===== config.mk =====
export PLATFORM = sky130hd
export DESIGN_NAME = four_phase_rx_fifo
export DESIGN_NICKNAME = d
export VERILOG_FILES = /design/src/rtl/four_phase_rx_fifo.sv
export SDC_FILE = /design/constraint.sdc
export NUM_CORES = 1
export LEC_CHECK = 0
export ABC_CLOCK_PERIOD_IN_PS = 2900
export BUFFER_PORTS_ARGS = -buffer_cell sky130_fd_sc_hd__buf_2
export CAP_MARGIN = 20
export CORE_MARGIN = 1
export CORE_UTILIZATION = 59
export CTS_BUF_LIST = sky130_fd_sc_hd__clkbuf_4 sky130_fd_sc_hd__clkbuf_8
export CTS_CLUSTER_SIZE = 16
export DETAILED_ROUTE_END_ITERATION = 6
export GPL_TIMING_DRIVEN = 0
export PLACE_DENSITY = 0.86
export SYNTH_ARGS = -nofsm -noshare
export SYNTH_HDL_FRONTEND = slang
export SYNTH_SLANG_ARGS = --single-unit

===== constraint.sdc =====
create_clock -name clk_i -period 2.9 [get_ports clk_i]
set_clock_uncertainty 0.2 [all_clocks]
set_input_delay 0.435 -clock clk_i [delete_from_list [all_inputs] [get_ports clk_i]]
set_output_delay 0.435 -clock clk_i [all_outputs]
set_load 0.01 [all_outputs]

===== src/rtl/four_phase_rx_fifo.sv =====
// RX-side endpoint of a four-phase req/ack clock-domain crossing.
// Each synchronised request is queued in an elastic FIFO that drains as a valid/ready stream.
module four_phase_rx_fifo #(
   parameter int unsigned DW          = 32,
   parameter int unsigned DEPTH       = 4,
   parameter int unsigned SYNC_STAGES = 2
) (
   input  logic                         clk_i,
   input  logic                         rst_n,
   input  logic                         req_i,
   input  logic [DW-1:0]                req_data_i,
   output logic                         ack_o,
   output logic                         m_valid_o,
   output logic [DW-1:0]                m_data_o,
   input  logic                         m_ready_i,
   output logic [$clog2(DEPTH+1)-1:0]   level_o,
   output logic                         stall_o
);

   localparam int unsigned AW = (DEPTH > 1) ? $clog2(DEPTH) : 1;
   localparam int unsigned LW = $clog2(DEPTH + 1);

   typedef enum logic [1:0] {
      IDLE       = 2'd0,
      WAIT_SPACE = 2'd1,
      ACKED      = 2'd2
   } state_t;

   state_t                 state_q, state_d;
   logic                   ack_q, ack_d;
   logic                   stall_q, stall_d;
   logic [SYNC_STAGES-1:0] sync_q;
   logic                   req_s;
   logic [DW-1:0]          mem [DEPTH];
   logic [AW-1:0]          wr_ptr_q, rd_ptr_q;
   logic [LW-1:0]          level_q;
   logic                   push_c, pop_c, space_c;

   // Request synchroniser; only the last stage is used by the FSM
   always_ff @(posedge clk_i or negedge rst_n) begin
      if (!rst_n) sync_q <= '0;
      else        sync_q <= {sync_q[SYNC_STAGES-2:0], req_i};
   end

   assign req_s   = sync_q[SYNC_STAGES-1];
   assign pop_c   = m_valid_o & m_ready_i;
   // A pop frees a slot on the same edge, so a full FIFO can still accept a capture
   assign space_c = (level_q < LW'(DEPTH)) | pop_c;

   always_ff @(posedge clk_i or negedge rst_n) begin
      if (!rst_n) begin
         state_q <= IDLE;
         ack_q   <= 1'b0;
         stall_q <= 1'b0;
      end else begin
         state_q <= state_d;
         ack_q   <= ack_d;
         stall_q <= stall_d;
      end
   end

   // Handshake FSM: one capture per request, ack withheld while the FIFO is full
   always_comb begin
      state_d = state_q;
      ack_d   = ack_q;
      stall_d = 1'b0;
      push_c  = 1'b0;
      unique case (state_q)
         IDLE: begin
            if (req_s) begin
               if (space_c) begin
                  push_c  = 1'b1;
                  ack_d   = 1'b1;
                  state_d = ACKED;
               end else begin
                  stall_d = 1'b1;
                  state_d = WAIT_SPACE;
               end
            end
         end
         WAIT_SPACE: begin
            stall_d = 1'b1;
            if (space_c) begin
               push_c  = 1'b1;
               ack_d   = 1'b1;
               stall_d = 1'b0;
               state_d = ACKED;
            end
         end
         ACKED: begin
            if (!req_s) begin
               ack_d   = 1'b0;
               state_d = IDLE;
            end
         end
         default: begin
            ack_d   = 1'b0;
            state_d = IDLE;
         end
      endcase
   end

   always_ff @(posedge clk_i) begin
      if (push_c) mem[wr_ptr_q] <= req_data_i;
   end

   always_ff @(posedge clk_i or negedge rst_n) begin
      if (!rst_n) begin
         wr_ptr_q <= '0;
         rd_ptr_q <= '0;
         level_q  <= '0;
      end else begin
         if (push_c) wr_ptr_q <= wr_ptr_q + AW'(1);
         if (pop_c)  rd_ptr_q <= rd_ptr_q + AW'(1);
         if (push_c && !pop_c)      level_q <= level_q + LW'(1);
         else if (pop_c && !push_c) level_q <= level_q - LW'(1);
      end
   end

   assign ack_o     = ack_q;
   assign stall_o   = stall_q;
   assign level_o   = level_q;
   assign m_valid_o = (level_q != '0);
   assign m_data_o  = m_valid_o ? mem[rd_ptr_q] : '0;

endmodule


-- Yosys cells after proc, flatten, opt, wreduce, memory -nomap -nowiden
Memory sizes are Yosys's and may differ from the RTL's.
Cells that the tools add are included.
- output and inout port bits: 38
- bits of input ports: 36
- register bits: 13
- memories kept: 1
- bits in writable memories: 128
- word-level logic and storage cells: 49
- memory list (name ; depth ; width ; read ports ; clocked after Yosys merged registers in ; write ports ; RTL line ; source):
    mem ; 4 ; 32 ; 1 ; 0 ; 1 ; 34 ; logic [DW-1:0] mem [DEPTH];
- equality and inequality tests: 5
- add/subtract/negate cells: 4
- mux-type cells: 20
- bitwise operators: 2
- order comparisons: 1
- reduce and logical (&&, ||, !) cells: 9
- operators by type and width (operator ; number):
    two-way mux 32 bit ; 1
    two-way mux 1 bit ; 9
    two-way mux 2 bit ; 4
    two-way mux 3 bit ; 2
    != test 2 bit, second input constant ; 3
    case mux 2 bit (3 select lines) ; 1
    adder 2 x 1 -> 2 bit, second input constant ; 2
    case mux 1 bit (2 select lines) ; 2
    adder 3 x 1 -> 3 bit, second input constant ; 1
    less-than comparator 3 bit, second input constant ; 1
    case mux 1 bit (3 select lines) ; 1
    AND reduction 3 bit ; 1
    nonzero test 3 bit ; 1
    subtractor 3 x 1 -> 3 bit, second input constant ; 1
    == test 2 x 1 -> 1 bit, second input constant ; 1
    == test 2 bit, second input constant ; 1
    logical AND 1 bit ; 2
    zero test 1 bit ; 2
    zero test 2 bit ; 1
    AND reduction 2 bit ; 1
    nonzero test 2 bit ; 1
    AND 1 bit ; 1
    bitwise OR 1 bit ; 1

-- Logic depth before layout (Yosys ltp)
Gate-level depths: netlist of run 1.
- depth after elaboration: 10
- depth in mapped cells: 9
- mapped depth without buffers: 8

-- Least setup slack after synthesis of run 1
OpenSTA, ideal clock, no wires.
- path kind: flip-flop to flip-flop
- start: register level_q[1] (netlist: level_o[1])
- end: register level_q[2] (netlist: level_o[2])
- stages on the path, launching flop included: 10
- setup time: 0.079 ns
- clock period less this slack: 2.319 ns
- path slack: 0.581 ns
- arrival time: 2.039 ns
- buffers on the path: 1
- required time: 2.621 ns
- cells stage by stage: dfrtp_1 > or3_1 > clkbuf_1 > nand2_1 > ha_1 > inv_1 > fa_1 > xor2_1 > nor2_1 > xor2_1
- cells in the longest elaborated chain, start to end: 9
- elaborated cells on any way between the ends: 16
- classes of those cells: 2 x add/sub; 1 x order compare; 5 x mux; 2 x bitwise; 6 x reduce/logical
- ends and longest elaborated chain (element ; RTL line ; source):
    start: declaration ; 36 ; logic [LW-1:0] level_q;
    start signal: assignment ; 115 ; if (push_c && !pop_c) level_q <= level_q + LW'(1);
    start signal: assignment ; 116 ; else if (pop_c && !push_c) level_q <= level_q - LW'(1);
    branches (longest 9 deep; another with less-than comparator 3 bit) ; - ;
Several ways; the timed one is not identified. The select of a mux whose other input is x is not followed.
A chain may end at the register's enable or synchronous reset.

-- Final worst setup path of run 1
- start: register level_q[1] (netlist: level_o[1])
- end: output m_data_o[21]
- cells in the longest elaborated chain, start to end: 2
- ends and longest elaborated chain (element ; RTL line ; source):
    nonzero test 3 bit ; 123 ; assign m_valid_o = (level_q != '0);
    two-way mux 32 bit ; 124 ; assign m_data_o = m_valid_o ? mem[rd_ptr_q] : '0;
    end: declaration ; 14 ; output logic [DW-1:0] m_data_o,
Every way passes these cells.

==> flow_summary.html, run 1 <==
<table>
<tr><th>Metric</th><th>Value</th></tr>
<tr><th colspan="2">Pwr</th></tr>
<tr><td>Overall power consumption</td><td>approximately 6.3 mW</td></tr>
<tr><td>Switching Share</td><td>30.3%</td></tr>
<tr><td>Proportion of power drawn by the clock network</td><td>22.5%</td></tr>
<tr><td>Static Leak</td><td>2.33 nW</td></tr>
<tr><td>VDD IR-drop max</td><td>541 uV</td></tr>
<tr><td>Total power divided by cell area</td><td>974 nW/um^2</td></tr>
<tr><td>Switch Pwr</td><td>1.92 mW</td></tr>
<tr><td>Combinational power share</td><td>about a third</td></tr>
<tr><td>Portion of total power attributed to sequential cells</td><td>42.8%</td></tr>
<tr><td>Internal Dissipation</td><td>between 4 and 5 mW</td></tr>
<tr><th colspan="2">STA</th></tr>
<tr><td>Tightest Pin Transition</td><td>0.881 ns</td></tr>
<tr><td>Final number of setup-violating endpoints</td><td>0</td></tr>
<tr><td>Max Transition Viols Final</td><td>0</td></tr>
<tr><td>Top achievable clock speed</td><td>~0.37 GHz</td></tr>
<tr><td>Remaining max-slew budget at the tightest pin</td><td>between 40% and 50%</td></tr>
<tr><td>Final sum of negative setup slack</td><td>0 ns</td></tr>
<tr><td>Share of the clock period used by the worst path</td><td>between 90 and 100%</td></tr>
<tr><td>Shortest period the worst path allows</td><td>2.70 ns</td></tr>
<tr><td>Number of hold violations in the final report</td><td>0</td></tr>
<tr><td>Unrepaired setup endpoints after global routing</td><td>false</td></tr>
<tr><th colspan="2">Worst setup path</th></tr>
<tr><td>Slowest-stage cell, CP</td><td>sky130_fd_sc_hd__dfrtp_1</td></tr>
<tr><td>Most numerous cell on the critical path</td><td>sky130_fd_sc_hd__clkbuf_1</td></tr>
<tr><td>Worst reg2reg endpoint</td><td>level_o[2]$_DFFE_PN0P_</td></tr>
<tr><td>Worst-case register-to-register setup slack</td><td>about 0.37 ns</td></tr>
<tr><td>Data required time at the worst endpoint</td><td>about 2.3 ns</td></tr>
<tr><td>Worst r2r path cells</td><td>9</td></tr>
<tr><td>Sequence of cells on the critical path</td><td>or3_1 -&gt; clkbuf_1 -&gt; clkbuf_1 -&gt; and2_1 -&gt; buf_2</td></tr>
<tr><td>Buffers &amp; Inverters on Critical Path</td><td>3</td></tr>
<tr><td>Worst path max stage delay</td><td>approximately 0.43 ns</td></tr>
<tr><td>Worst setup SP type</td><td>flop</td></tr>
<tr><td>Type of element capturing the critical path</td><td>output port</td></tr>
<tr><td>Critical Path Fanout Max</td><td>10</td></tr>
<tr><td>WP data arrival</td><td>2.07 ns</td></tr>
<tr><td>Type of the setup path with the least slack</td><td>flop to output port</td></tr>
<tr><td>Delay-heaviest family, CP</td><td>buffers and inverters</td></tr>
<tr><td>Startpoint of the worst register-to-register path</td><td>level_o[1]$_DFFE_PN0P_</td></tr>
<tr><th colspan="2">Placed design</th></tr>
<tr><td>Global placement routability congestion</td><td>0.672</td></tr>
<tr><td>Number of input and output port buffers inserted</td><td>73</td></tr>
<tr><td>Detailed-placement wirelength estimate</td><td>5.53 mm</td></tr>
<tr><td>Post-Place Cells</td><td>433</td></tr>
<tr><th colspan="2">Clocking</th></tr>
<tr><td>Num Clock Sinks</td><td>~140</td></tr>
<tr><td># H-tree levels</td><td>4</td></tr>
<tr><td>Worst-Skew Late Latency</td><td>0.41 ns</td></tr>
<tr><td>Root buffer selected by CTS</td><td>sky130_fd_sc_hd__clkbuf_8</td></tr>
<tr><td>Total of cells resized after clock tree synthesis</td><td>0</td></tr>
<tr><td>Maximum number of buffers from clock root to sink</td><td>2</td></tr>
<tr><td>Clock Pin Slew Worst Setup and Hold Paths</td><td>0.08 ns</td></tr>
<tr><td>CTS Buf Count</td><td>17</td></tr>
<tr><td>Clock tree from TritonCTS</td><td>done</td></tr>
<tr><th colspan="2">Logic synthesis</th></tr>
<tr><td>Sequential-to-total area share from yosys stat</td><td>76.0%</td></tr>
<tr><td>Post-synth net total</td><td>just under 300</td></tr>
<tr><td>Average cell area after synthesis</td><td>21.8 um^2</td></tr>
<tr><td>Synthesized flop and latch total</td><td>141</td></tr>
<tr><td>Count of mapped cells out of synthesis</td><td>252</td></tr>
<tr><td>Number of unique standard cell types used by synthesis</td><td>25</td></tr>
<tr><td>Number of warnings printed during yosys synthesis</td><td>0</td></tr>
<tr><td>Synthesized cell area</td><td>~5500 um^2</td></tr>
<tr><th colspan="2">Flow run</th></tr>
<tr><td>Max-cap violation count</td><td>0</td></tr>
<tr><th colspan="2">Cells and area</th></tr>
<tr><td>Fraction of final layout cells sized beyond drive strength 1</td><td>roughly two fifths</td></tr>
<tr><td>Total number of nets in the final design</td><td>401</td></tr>
<tr><td>Area growth from synthesis to layout</td><td>18.7%</td></tr>
<tr><td>Antenna diode count</td><td>0</td></tr>
<tr><td>Fillers</td><td>538</td></tr>
<tr><td>Final instance count without filler cells</td><td>480</td></tr>
<tr><th colspan="2">Routing</th></tr>
<tr><td>Average routed wire per standard cell</td><td>around 19 um</td></tr>
<tr><td>Vias per cell</td><td>5.56</td></tr>
<tr><td>Vias after detailed routing</td><td>2670</td></tr>
<tr><td>Post-route ant nets</td><td>0</td></tr>
<tr><td>Total Wirelength</td><td>8.96 mm</td></tr>
<tr><td>Violation count after the first detailed-route iteration</td><td>between 100 and 150</td></tr>
<tr><td>First drt pass iteration count</td><td>7</td></tr>
<tr><td>DRC Markers</td><td>6</td></tr>
<tr><th colspan="2">Floorplanning</th></tr>
<tr><td>Row count</td><td>34</td></tr>
<tr><td>DIE AREA</td><td>9690 um^2</td></tr>
<tr><td>Die extent in y</td><td>between 90 and 100 um</td></tr>
<tr><td>Effective utilization at floorplan</td><td>roughly 62%</td></tr>
<tr><td>Die boundary width</td><td>98.4 um</td></tr>
<tr><td>Top-level port count</td><td>74</td></tr>
<tr><td>Floorplan core area</td><td>between 8000 and 9000 um^2</td></tr>
<tr><th colspan="2">Min path</th></tr>
<tr><td>Hold worst-path end</td><td>mem[3][0]$_DFFE_PP_</td></tr>
<tr><td>Hold-critical path depth</td><td>1</td></tr>
<tr><td>HP Start</td><td>req_data_i[0]</td></tr>
<tr><td>Worst Hold Class</td><td>primary input to flop</td></tr>
<tr><th colspan="2">Run status</th></tr>
<tr><td>Outcome</td><td>finished, violations left</td></tr>
<tr><td>Violated checks</td><td>DRC</td></tr>
<tr><th colspan="2">Global routing</th></tr>
<tr><td>Maximum number of pins on one net before global-route repair</td><td>33</td></tr>
<tr><td>Aggregate global routing overflow</td><td>0</td></tr>
<tr><td>Number of global-route vias before repair</td><td>2810</td></tr>
<tr><td>Number of antenna violations at the first check in global routing</td><td>0</td></tr>
<tr><td>First-pass GRT wire length</td><td>14.3 mm</td></tr>
<tr><td>GR Util All Layers</td><td>just over 20%</td></tr>
</table>
## cells in the mapped netlist
| cell type | instances | share of area, % |
|---|---|---|
| sky130_fd_sc_hd__a21o_1 | 1 | 0.14 |
| sky130_fd_sc_hd__a21oi_2 | 1 | 0.16 |
| sky130_fd_sc_hd__a31o_2 | 1 | 0.16 |
| sky130_fd_sc_hd__and2_1 | 36 | 4.1 |
| sky130_fd_sc_hd__buf_12 | 3 | 1.1 |
| sky130_fd_sc_hd__buf_2 | 3 | 0.27 |
| sky130_fd_sc_hd__buf_6 | 1 | 0.21 |
| sky130_fd_sc_hd__clkbuf_1 | 5 | 0.34 |
| sky130_fd_sc_hd__dfrtp_1 | 13 | 5.9 |
| sky130_fd_sc_hd__edfxtp_1 | 128 | 70 |
| sky130_fd_sc_hd__fa_1 | 1 | 0.36 |
| sky130_fd_sc_hd__ha_1 | 5 | 1.1 |
| sky130_fd_sc_hd__inv_1 | 6 | 0.41 |
| sky130_fd_sc_hd__mux2_2 | 2 | 0.41 |
| sky130_fd_sc_hd__mux4_1 | 4 | 1.9 |
| sky130_fd_sc_hd__mux4_2 | 28 | 11 |
| sky130_fd_sc_hd__nand2_1 | 1 | 0.068 |
| sky130_fd_sc_hd__nand3_1 | 1 | 0.091 |
| sky130_fd_sc_hd__nor2_1 | 1 | 0.068 |
| sky130_fd_sc_hd__nor3b_1 | 2 | 0.27 |
| sky130_fd_sc_hd__o21ai_0 | 1 | 0.091 |
| sky130_fd_sc_hd__o21bai_1 | 1 | 0.14 |
| sky130_fd_sc_hd__or3_1 | 1 | 0.11 |
| sky130_fd_sc_hd__xnor2_1 | 4 | 0.64 |
| sky130_fd_sc_hd__xor2_1 | 2 | 0.32 |
## per-stage QoR
step / utilization, % / setup WS, ns / hold WS, ns / area (um^2)
after global routing: 73.6 / 0.0541 / 0.0000961 / 6510
after CTS: 73.0 / 0.148 / 0.000481 / 6460
final: 73.6 / 0.196 / 0.0324 / 6510
after global placement: 67.7 / -0.0566 / 0.134 / 5990
after detailed placement: 67.7 / 0.399 / 0.142 / 5990
after floorplan: - / 0.581 / -0.0606 / 5490
## what timing repair did
item                                   CTS  global route
hold buffers                            10             5
endpoints found under the hold margin   45            15
setup buffers                            0             0
## cells in the final DEF, fill, tap and decap left out, types with 2 or more instances in the layout
cell,instances
sky130_fd_sc_hd__and2_2,4
sky130_fd_sc_hd__dfrtp_1,13
sky130_fd_sc_hd__xnor2_1,4
sky130_fd_sc_hd__dlygate4sd3_1,15
sky130_fd_sc_hd__mux4_2,28
sky130_fd_sc_hd__and2_1,32
sky130_fd_sc_hd__clkinvlp_4,6
sky130_fd_sc_hd__inv_1,6
sky130_fd_sc_hd__mux2_2,2
sky130_fd_sc_hd__mux4_1,4
sky130_fd_sc_hd__xor2_1,2
sky130_fd_sc_hd__clkbuf_8,17
sky130_fd_sc_hd__clkinv_2,2
sky130_fd_sc_hd__buf_2,76
sky130_fd_sc_hd__clkinv_4,3
sky130_fd_sc_hd__nor3b_1,2
sky130_fd_sc_hd__clkbuf_1,5
sky130_fd_sc_hd__edfxtp_1,128
sky130_fd_sc_hd__clkbuf_4,2
sky130_fd_sc_hd__ha_1,5
sky130_fd_sc_hd__buf_12,3
## power groups by stage
stage / combinational, mW / clock (mW) / sequential [mW]
floorplan: 1.52 / 0 / 2.74
global placement: 2.17 / 0 / 2.74
detailed placement: 2.23 / 0 / 2.76
CTS: 2.24 / 1.46 / 2.72
global route: 2.40 / 1.54 / 2.75
finish: 2.20 / 1.43 / 2.72
## worst reg2reg max path, stage by stage, from the launching register on
cell and delay [ns]:
sky130_fd_sc_hd__dfrtp_1 0.43, sky130_fd_sc_hd__or3_1 0.39, sky130_fd_sc_hd__clkbuf_1 0.21, sky130_fd_sc_hd__nand2_1 0.16, sky130_fd_sc_hd__ha_1 0.20, sky130_fd_sc_hd__inv_1 0.06, sky130_fd_sc_hd__fa_1 0.37, sky130_fd_sc_hd__xor2_1 0.17
sky130_fd_sc_hd__nor2_1 0.11, sky130_fd_sc_hd__xor2_1 0.16
## state kept, by name, indices dropped and copies added, names as in the netlist
name,count
ack_o,1
level_o,3
mem,128
rd_ptr_q,2
stall_o,1
state_q,2
sync_q,2
wr_ptr_q,2
## worst max path at each step
stage | from | slack (ns) | to | cells after the start
final | level_o[1]$_DFFE_PN0P_ | 0.20 | m_data_o[21] | 5
after global routing | level_o[2]$_DFFE_PN0P_ | 0.05 | m_data_o[28] | 5
after CTS | level_o[1]$_DFFE_PN0P_ | 0.15 | m_data_o[28] | 5
after detailed placement | level_o[1]$_DFFE_PN0P_ | 0.40 | level_o[2]$_DFFE_PN0P_ | 9
after global placement | m_ready_i | -0.06 | mem[0][6]$_DFFE_PP_ | 4
after floorplan | level_o[1]$_DFFE_PN0P_ | 0.58 | level_o[2]$_DFFE_PN0P_ | 9
## cell families after synthesis
| family | share of synthesized area [%] |
|---|---|
| muxes | 13.8 |
| AOI/OAI and AO/OA | 0.684 |
| DFF | 76.0 |
| buffers and inverters | 2.33 |
| adders and majority gates | 1.51 |
| and+or+nand+nor | 4.72 |
| xor gates and xnor gates | 0.958 |
## metal layers
metal | track usage (%) | vias up | routed length (um)
met2 | 34.5 | 79 | 4800
met3 | 7.66 | 4 | 443
met1 | 25.2 | 1373 | 3680
met4 | 5.63 | 0 | 36
li1 | - | 1214 | -
met5 | 0 | - | 0
## cell type report
type,instances,area (um^2),area share (%)
clock buffer,19,249,3.82
timing repair buffer,88,515,7.92
inverter,6,22.5,0.346
buffer,12,105,1.61
multi-input combinational,93,1190,18.4
tap,108,135,2.08
clock inverter,13,120,1.84
sequential,141,4170,64.0
(Power assumes the default switching activity.)
==> run 2: changes to the inputs <==
Settings changed: BUFFER_PORTS_ARGS -buffer_cell sky130_fd_sc_hd__buf_2 to -buffer_cell sky130_fd_sc_hd__buf_4.
==> flow_summary.html, run 2 (synthesis results as in run 1) <==
<table>
<tr><th>Metric</th><th>Value</th></tr>
<tr><th colspan="2">STA</th></tr>
<tr><td>Unrepaired setup endpoints after global routing</td><td>false (unchanged)</td></tr>
<tr><td>Remaining max-slew budget at the tightest pin</td><td>41.4% (was 41.3%)</td></tr>
<tr><td>Top achievable clock speed</td><td>0.370 GHz (about the same)</td></tr>
<tr><td>Tightest Pin Transition</td><td>0.878 ns (was 0.881 ns)</td></tr>
<tr><td>Final number of setup-violating endpoints</td><td>0 (unchanged)</td></tr>
<tr><td>Number of hold violations in the final report</td><td>0 (unchanged)</td></tr>
<tr><td>Shortest period the worst path allows</td><td>2.70 ns (about the same)</td></tr>
<tr><td>Share of the clock period used by the worst path</td><td>93.1% (was 93.2%)</td></tr>
<tr><td>Max Transition Viols Final</td><td>0 (unchanged)</td></tr>
<tr><th colspan="2">Cells and area</th></tr>
<tr><td>Max reg flops</td><td>128 (unchanged)</td></tr>
<tr><td>Fraction of final layout cells sized beyond drive strength 1</td><td>37.9% (was 39.8%)</td></tr>
<tr><td>Final design area excluding fillers</td><td>6930 um^2 (was 6510 um^2)</td></tr>
<tr><td>Reg with most FFs</td><td>mem (unchanged)</td></tr>
<tr><td>Commonest non-fill, non-tap cell in the layout</td><td>sky130_fd_sc_hd__edfxtp_1 (unchanged)</td></tr>
<tr><td>Top library cells by usage in the layout, fill and taps aside</td><td>sky130_fd_sc_hd__edfxtp_1, sky130_fd_sc_hd__buf_4, sky130_fd_sc_hd__dlygate4sd3_1 (was sky130_fd_sc_hd__edfxtp_1, sky130_fd_sc_hd__buf_2, sky130_fd_sc_hd__and2_1)</td></tr>
<tr><td>Total number of nets in the final design</td><td>420 (was 401)</td></tr>
<tr><td>Antenna diode count</td><td>0 (unchanged)</td></tr>
<tr><td>Util after Layout</td><td>78.3% (was 73.6%)</td></tr>
<tr><td>Area growth from synthesis to layout</td><td>26.2% (was 18.7%)</td></tr>
<tr><td>Fillers</td><td>460 (was 538)</td></tr>
<tr><th colspan="2">Routing</th></tr>
<tr><td>Violation count after the first detailed-route iteration</td><td>124 (was 135)</td></tr>
<tr><td>Average routed wire per standard cell</td><td>18.9 um (was 18.7 um)</td></tr>
<tr><td>First drt pass iteration count</td><td>7 (unchanged)</td></tr>
<tr><td>Vias per cell</td><td>5.58 (was 5.56)</td></tr>
<tr><td>Total Wirelength</td><td>9.43 mm (was 8.96 mm)</td></tr>
<tr><td>Post-route ant nets</td><td>0 (unchanged)</td></tr>
<tr><td>DRC Markers</td><td>6 (unchanged)</td></tr>
<tr><td>Vias after detailed routing</td><td>2785 (was 2670)</td></tr>
<tr><th colspan="2">Min path</th></tr>
<tr><td>Worst Hold Class</td><td>primary input to flop (unchanged)</td></tr>
<tr><th colspan="2">Clocking</th></tr>
<tr><td>Clock tree from TritonCTS</td><td>done (unchanged)</td></tr>
<tr><td>CTS Buf Count</td><td>17 (unchanged)</td></tr>
<tr><td>Total of cells resized after clock tree synthesis</td><td>0 (unchanged)</td></tr>
<tr><td>Clock Pin Slew Worst Setup and Hold Paths</td><td>0.08 ns (about the same)</td></tr>
<tr><td>Num Clock Sinks</td><td>141 (unchanged)</td></tr>
<tr><td># H-tree levels</td><td>4 (unchanged)</td></tr>
<tr><td>Worst-Skew Late Latency</td><td>0.42 ns (was 0.41 ns)</td></tr>
<tr><td>Maximum number of buffers from clock root to sink</td><td>2 (unchanged)</td></tr>
<tr><td>Root buffer selected by CTS</td><td>sky130_fd_sc_hd__clkbuf_8 (unchanged)</td></tr>
<tr><th colspan="2">Global routing</th></tr>
<tr><td>GR Util All Layers</td><td>21.6% (was 20.5%)</td></tr>
<tr><td>Aggregate global routing overflow</td><td>0 (unchanged)</td></tr>
<tr><td>Number of global-route vias before repair</td><td>2991 (was 2810)</td></tr>
<tr><td>Maximum number of pins on one net before global-route repair</td><td>33 (unchanged)</td></tr>
<tr><td>Number of antenna violations at the first check in global routing</td><td>0 (unchanged)</td></tr>
<tr><td>First-pass GRT wire length</td><td>15.1 mm (was 14.3 mm)</td></tr>
<tr><th colspan="2">Floorplanning</th></tr>
<tr><td>Die extent in y</td><td>98.4 um (unchanged)</td></tr>
<tr><td>Die boundary width</td><td>98.4 um (unchanged)</td></tr>
<tr><td>Top-level port count</td><td>74 (unchanged)</td></tr>
<tr><td>Effective utilization at floorplan</td><td>62.0% (unchanged)</td></tr>
<tr><td>Row count</td><td>34 (unchanged)</td></tr>
<tr><td>DIE AREA</td><td>9690 um^2 (unchanged)</td></tr>
<tr><td>Floorplan core area</td><td>8850 um^2 (unchanged)</td></tr>
<tr><th colspan="2">Pwr</th></tr>
<tr><td>VDD IR-drop max</td><td>622 uV (was 541 uV)</td></tr>
<tr><td>Static Leak</td><td>2.50 nW (was 2.33 nW)</td></tr>
<tr><td>Total power divided by cell area</td><td>979 nW/um^2 (was 974 nW/um^2)</td></tr>
<tr><th colspan="2">Placed design</th></tr>
<tr><td>Detailed-placement wirelength estimate</td><td>5.54 mm (was 5.53 mm)</td></tr>
<tr><td>Global placement routability congestion</td><td>0.663 (was 0.672)</td></tr>
<tr><td>Number of input and output port buffers inserted</td><td>73 (unchanged)</td></tr>
<tr><td>Placed inst area</td><td>6170 um^2 (was 5990 um^2)</td></tr>
<tr><th colspan="2">Run status</th></tr>
<tr><td>Outcome</td><td>finished, violations left (unchanged)</td></tr>
<tr><td>Violated checks</td><td>DRC (unchanged)</td></tr>
<tr><th colspan="2">Worst setup path</th></tr>
<tr><td>Worst setup SP type</td><td>flop (unchanged)</td></tr>
<tr><td>Critical Path Fanout Max</td><td>10 (unchanged)</td></tr>
<tr><td>Type of the setup path with the least slack</td><td>flop to output port (unchanged)</td></tr>
<tr><td>WP data arrival</td><td>2.06 ns (was 2.07 ns)</td></tr>
<tr><td>Data required time at the worst endpoint</td><td>2.27 ns (about the same)</td></tr>
<tr><td>Type of element capturing the critical path</td><td>output port (unchanged)</td></tr>
<tr><th colspan="2">Flow run</th></tr>
<tr><td>Max-cap violation count</td><td>0 (unchanged)</td></tr>
</table>
## run 2: changes by cell type in the layout (fill, tap and decap cells not counted)
cell                            change
sky130_fd_sc_hd__clkinvlp_4         -2
sky130_fd_sc_hd__clkinv_2           +1
sky130_fd_sc_hd__clkbuf_4           -1
sky130_fd_sc_hd__dlygate4sd3_1     +19
sky130_fd_sc_hd__buf_4             +73
sky130_fd_sc_hd__buf_2             -73
sky130_fd_sc_hd__bufinv_16          +2
## run 2: final timing paths
path | from | end | slack (ns) | cells past startpoint
max in group asynchronous | rst_n | rd_ptr_q[1]$_DFFE_PN0P_ | 2.15 | 2
worst max register to register | level_o[1]$_DFFE_PN0P_ | level_o[2]$_DFFE_PN0P_ | 0.37 | 9
worst max-delay path | level_o[1]$_DFFE_PN0P_ | m_data_o[4] | 0.20 | 5
worst min register to register | sync_q[0]$_DFF_PN0_ | sync_q[1]$_DFF_PN0_ | 0.15 | 0
min in group asynchronous | rst_n | level_o[0]$_DFFE_PN0P_ | 0.18 | 2
worst min-delay path | req_data_i[29] | mem[2][29]$_DFFE_PP_ | 0.03 | 1
## run 2: worst max-delay path, stage by stage (launching register included)
cell                       delay, ns
sky130_fd_sc_hd__dfrtp_1        0.43
sky130_fd_sc_hd__or3_1          0.38
sky130_fd_sc_hd__clkbuf_1       0.20
sky130_fd_sc_hd__clkbuf_1       0.27
sky130_fd_sc_hd__and2_1         0.22
sky130_fd_sc_hd__buf_4          0.14
## run 2: final cells by class
class | count | area [um^2] | area share, %
inverters | 6 | 22.5 | 0.325
plain buffers | 12 | 105 | 1.52
repair buffers | 107 | 888 | 12.8
well taps | 108 | 135 | 1.95
flip-flops and latches | 141 | 4170 | 60.2
clock inverters | 14 | 170 | 2.46
clock buffers | 18 | 241 | 3.49
multi-input cells | 93 | 1190 | 17.3
## run 2: through the flow
stage                     setup TNS, ns  setup WS [ns]  total power, mW  hold WS, ns  std cells
final                                 0          0.200             6.78       0.0337        499
after global routing                  0         0.0158             7.12      0.00213        499
after CTS                             0          0.139             6.84      0.00142        498
after detailed placement              0          0.397             5.21       0.0902        433
after global placement            -2.70        -0.0339             5.14       0.0855        433
after floorplan                       0          0.581             4.26      -0.0606        252
## run 2: per-layer routing
metal / GRT usage, % / vias to the layer above / routed length [um]
li1: - / 1253 / -
met1: 27.3 / 1440 / 3910
met2: 36.7 / 83 / 4990
met3: 5.74 / 9 / 449
met4: 7.81 / 0 / 88
met5: 0 / - / 0
## run 2: report_power, final
group          leakage [nW]  internal, mW  switching, mW
clock                 0.198         0.861          0.738
combinational         0.980          1.34           1.13
sequential             1.32          2.60          0.116
total                  2.50          4.80           1.98
## run 2: repair_timing
item	4_1_cts	5_1_grt
hold endpoints to repair	133	2
setup endpoints to repair	0	0
hold buffers	33	1
buffers inserted	0	0
